### src/rtl/spi_ram.sv
// spi_ram: single-port byte RAM fed by an SPI slave's 10-bit received words.
// Each word is {cmd[1:0], payload[7:0]}. The commands set the write pointer,
// write a byte (with pointer auto-increment), set the read pointer, or read a
// byte (with pointer auto-increment). Read bytes go back to the slave on dout,
// qualified by a one-cycle tx_valid strobe.
//
// Handshake: rx_valid is a single-cycle strobe with no back-pressure. A word
// is consumed on every rising edge where rx_valid=1, and din is ignored
// otherwise. tx_valid is also a strobe with no ready. It is high for exactly
// the cycle after each read-data command, and dout is valid while it is high.
// When tx_valid is low, dout holds its last value.
module spi_ram #(
  parameter int MEM_DEPTH = 256,
  parameter int ADDR_SIZE = 8   // 1..8, and MEM_DEPTH must equal 2**ADDR_SIZE
) (
  input  logic       clk,
  input  logic       rst_n,
  input  logic [9:0] din,
  input  logic       rx_valid,
  output logic [7:0] dout,
  output logic       tx_valid
);

  typedef enum logic [1:0] {
    CMD_WR_ADDR = 2'b00,
    CMD_WR_DATA = 2'b01,
    CMD_RD_ADDR = 2'b10,
    CMD_RD_DATA = 2'b11
  } cmd_e;

  localparam logic [ADDR_SIZE-1:0] ADDR_ONE = 1;

  logic [7:0]           mem [MEM_DEPTH];
  logic [ADDR_SIZE-1:0] wr_addr;
  logic [ADDR_SIZE-1:0] rd_addr;
  cmd_e                 cmd;
  logic [7:0]           payload;
  logic                 do_write;

  assign cmd      = cmd_e'(din[9:8]);
  assign payload  = din[7:0];
  // A write is suppressed while reset is held, because the storage array has no reset.
  assign do_write = rst_n && rx_valid && (cmd == CMD_WR_DATA);

  // Storage array. Its contents are deliberately not reset, so they survive rst_n.
  always_ff @(posedge clk) begin
    if (do_write) begin
      mem[wr_addr] <= payload;
    end
  end

  // Pointer update, read-data capture and the one-cycle tx_valid strobe.
  // Both pointers wrap naturally at ADDR_SIZE bits.
  always_ff @(posedge clk or negedge rst_n) begin
    if (!rst_n) begin
      wr_addr  <= '0;
      rd_addr  <= '0;
      dout     <= 8'h00;
      tx_valid <= 1'b0;
    end else begin
      tx_valid <= 1'b0;
      if (rx_valid) begin
        case (cmd)
          CMD_WR_ADDR: wr_addr <= payload[ADDR_SIZE-1:0];
          CMD_WR_DATA: wr_addr <= wr_addr + ADDR_ONE;
          CMD_RD_ADDR: rd_addr <= payload[ADDR_SIZE-1:0];
          CMD_RD_DATA: begin
            dout     <= mem[rd_addr];
            rd_addr  <= rd_addr + ADDR_ONE;
            tx_valid <= 1'b1;
          end
          default: ;
        endcase
      end
    end
  end

endmodule

### config.mk
export PLATFORM = sky130hd
export DESIGN_NAME = spi_ram
export DESIGN_NICKNAME = d
export VERILOG_FILES = /design/src/rtl/spi_ram.sv
export SDC_FILE = /design/constraint.sdc
export NUM_CORES = 2
export LEC_CHECK = 0
export BUFFER_PORTS_ARGS = -buffer_cell sky130_fd_sc_hd__buf_2
export CAP_MARGIN = 20
export CORE_MARGIN = 10
export CORE_UTILIZATION = 35
export DETAILED_ROUTE_END_ITERATION = 7
export GPL_ROUTABILITY_DRIVEN = 0
export PLACE_DENSITY_LB_ADDON = 0.2
export SLEW_MARGIN = 0
export SYNTH_ARGS = -nofsm -noshare
export SYNTH_HDL_FRONTEND = slang
export SYNTH_SLANG_ARGS = --single-unit
### constraint.sdc
create_clock -name clk -period 2.4 [get_ports clk]
set_input_delay 0.36 -clock clk [delete_from_list [all_inputs] [get_ports clk]]
set_output_delay 0.36 -clock clk [all_outputs]
set_load 0.02 [all_outputs]
==> metrics.txt <==
area used by multi-input combinational logic 18400 um^2; via total after detailed routing between 40000 and 50000; met3 routed WL approximately 12000 um; Core Region 231000 um^2; Sequential cell area around 62000 um^2; Critical Path, Cell by Cell buf_12 > buf_16 > buf_12 > buf_12 > mux4_2 > a22oi_2 > buf_4 > nand4_1 > nor4_4 > o32ai_2; count of nets left with antenna violations after detail routing 0; Leakage ~33 nW; crit path kind reg -> reg; horizontal die dimension 502 um; CTS Root Cell sky130_fd_sc_hd__clkbuf_16; clock buffer count from CTS 217; fraction of final layout cells with drive strength greater than 1 0.357; cell count after synthesis around 4000; area of the die 252000 um^2; most instantiated library cell after synthesis sky130_fd_sc_hd__edfxtp_1; wire length of the first global-routing pass 330000 um; TritonCTS clock tree done; cell area power density between 900 and 1000 nW/um^2; Max stage delay cell, worst path sky130_fd_sc_hd__dfrtp_4; share of Yosys cell area claimed by the top area cell type 0.756; clock slew at the register clock pins of the worst setup and hold paths 0.06 ns; critical path fanouts, max 6; pin count of the biggest net entering global routing 117; Max Used Layer met4; MaxCap Viol Count 0; first-pass detailed-route iteration total 6; net total in the final layout 4905; post-route met1 wirelength slightly above 100000 um; top cell family by delay on the critical path buffers and inverters; fillers 19900; post-route setup slack -0.532 ns; Netlist Area Pre-Place roughly 80000 um^2; fraction of registers with async set/reset 0.0121; Worst Setup End Kind register; CP bufs+invs 5; Die Span Y 502 um; total length of routed met2 wires 112000 um; Vias per Instance 5.31; RSZ-0062 raised after global routing yes; Commonest cells post-synth sky130_fd_sc_hd__edfxtp_1, sky130_fd_sc_hd__mux4_2, sky130_fd_sc_hd__nor2_1, sky130_fd_sc_hd__mux2i_1, sky130_fd_sc_hd__clkbuf_1; Layout area overhead 23.5%; number of global-route vias before repair between 40000 and 50000; std cell rows about 180; most used cell, CP sky130_fd_sc_hd__buf_12; failing checks setup timing; final-report setup violation count 8; number of sinks driven by the clock tree 2073; Post-Synthesis Net Count 4016; cells taking the most area after synthesis sky130_fd_sc_hd__edfxtp_1, sky130_fd_sc_hd__mux4_2, sky130_fd_sc_hd__mux2i_1; Least-Margin Pin Slew 0.881 ns; class of the worst hold path in -> reg; primary flip-flop cell chosen by synthesis mapping sky130_fd_sc_hd__edfxtp_1; Iter 0 DRT Violations approximately 4200; Port Buf Inserts 21; GRT Total Usage 0.180; highest attainable clock frequency 341 MHz; post-DP HPWL 152000 um; crit path DAT 3.65 ns; slew margin rel. 0.413; number of antenna violations at the first check in global routing 8; final period utilization 1.22; endpoint required time on the critical path 3.12 ns; final hold viol count 0; post-synthesis sequential area ratio 0.764; starting utilization of the core area 0.353; clock network latency to the later pin of the worst-skew pair 0.85 ns; final hold slack 0.0311 ns; count of synthesis-stage warnings from yosys 0; kind of start point of the critical path register; synthesis-stage register bit count about 2100; Mapped Avg Cell Area about 20 um^2; pre-CTS setup slack -1.19 ns; maximum number of buffers from clock root to sink 3; DRC violation count after routing 0; Yosys cell types 59; WL final 232000 um; H-tree levels 4; IO Count 22; Final min period approximately 3 ns; Synth area leader sky130_fd_sc_hd__edfxtp_1; routed length per placed instance 28.6 um; Congestion Overflow GR 0; setup TNS -3.81 ns; number of max-slew violations in the final report 0; critical path's largest stage delay approximately 0.53 ns; setup clock skew after layout ~0.065 ns; maximum vdd drop 0.630 mV; EDFF count, synth approximately 2000; status finished, violations left
-- power by group --
part | switching, mW | total, mW | internal, mW
logic | 9.25 | 17.4 | 8.14
registers | 0.220 | 40.1 | 39.9
clock network | 14.0 | 33.0 | 19.0
-- stage by stage --
| step | utilization | area [um^2] | power [mW] | cells |
|---|---|---|---|---|
| 5_1_grt | 0.436 | 100000 | 93.6 | 8096 |
| 4_1_cts | 0.433 | 99700 | 90.8 | 8054 |
| 3_3_place_gp | 0.396 | 91200 | 56.5 | 7584 |
| 3_5_place_dp | 0.396 | 91200 | 56.5 | 7584 |
| 6_report | 0.436 | 100000 | 90.5 | 8096 |
| 2_1_floorplan | - | 81400 | 49.2 | 3998 |
-- routing by layer --
layer / vias to the layer above / global-route usage
li1: 18500 / -
met1: 23000 / 0.252
met2: 1256 / 0.295
met3: 298 / 0.0273
met4: 0 / 0.0493
met5: - / 0
-- layout make-up --
cell class,instances,share of cell area
sequential,2073,0.619
multi-input combinational,1654,0.184
timing repair buffer,929,0.0900
clock buffer,264,0.0571
tap,3026,0.0377
clock inverter,136,0.0126
inverter,12,0.000473
antenna,2,0.0000498
-- sequential cells by signal (all words and copies together) (netlist names) --
register,cells
dout,8
mem,2048
tx_valid,1
rd_addr,8
wr_addr,8
-- repair_timing --
item | 4_1_cts | 5_1_grt
gates cloned | 6 | 2
hold buffers | 11 | 0
gates resized for setup | 125 | 76
setup endpoints to repair | 8 | 34
hold endpoints to repair | 206 | 0
setup buffers | 54 | 40
pin swaps | 34 | 20
-- cells by family (layout without fill, tap and decap cells) --
family                     Yosys count  in the layout  synth area share
and+or+nand+nor                    513            513            0.0273
muxes                              681            681             0.145
adders and majority gates            5              5          0.000769
AOI/OAI and AO/OA                  455            455            0.0423
buffers and inverters              271           1341            0.0209
DFF                               2073           2073             0.764
other                                0              2                 0
-- path summary, 6_finish.rpt --
path                            start          end  slack (ns)  depth (start not counted)
max                        rd_addr[0]      dout[5]       -0.53                         10
min                            din[3]  mem[185][3]        0.03                          1
max reg2reg                rd_addr[0]      dout[5]       -0.53                         10
min reg2reg                wr_addr[1]   wr_addr[1]        0.60                          2
max in group asynchronous       rst_n   rd_addr[1]        1.74                          3
min in group asynchronous       rst_n      dout[7]        0.32                          3
-- cells in the final DEF, fill, tap and decap left out, drive strengths merged, types with 3 or more instances in the layout --
cell type	n
a21oi	73
o32ai	9
dfrtp	25
a221o	28
clkinvlp	8
o21ai	52
o211ai	18
nand2b	10
and3	4
nor2b	15
nand2	69
and2	9
buf	912
nand4	15
mux4	396
a22o	31
mux2	17
o41ai	3
nor2	291
nor4	9
a221oi	77
o22ai	34
a31oi	10
inv	17
nand3	41
ha	5
dlygate4sd3	11
o2111ai	10
nor3	45
mux2i	268
bufinv	19
a22oi	63
a211oi	24
clkbuf	267
clkinv	104
bufbuf	3
o221ai	10
edfxtp	2048
o31ai	4
-- worst reg2reg max path, stage by stage, from the launching register on --
cell                      delay [ns]
sky130_fd_sc_hd__dfrtp_4        0.53
sky130_fd_sc_hd__buf_12         0.16
sky130_fd_sc_hd__buf_16         0.16
sky130_fd_sc_hd__buf_12         0.19
sky130_fd_sc_hd__buf_12         0.12
sky130_fd_sc_hd__mux4_2         0.45
sky130_fd_sc_hd__a22oi_2        0.17
sky130_fd_sc_hd__buf_4          0.15
sky130_fd_sc_hd__nand4_1        0.25
sky130_fd_sc_hd__nor4_4         0.47
sky130_fd_sc_hd__o32ai_2        0.16
(Power assumes the default switching activity.)
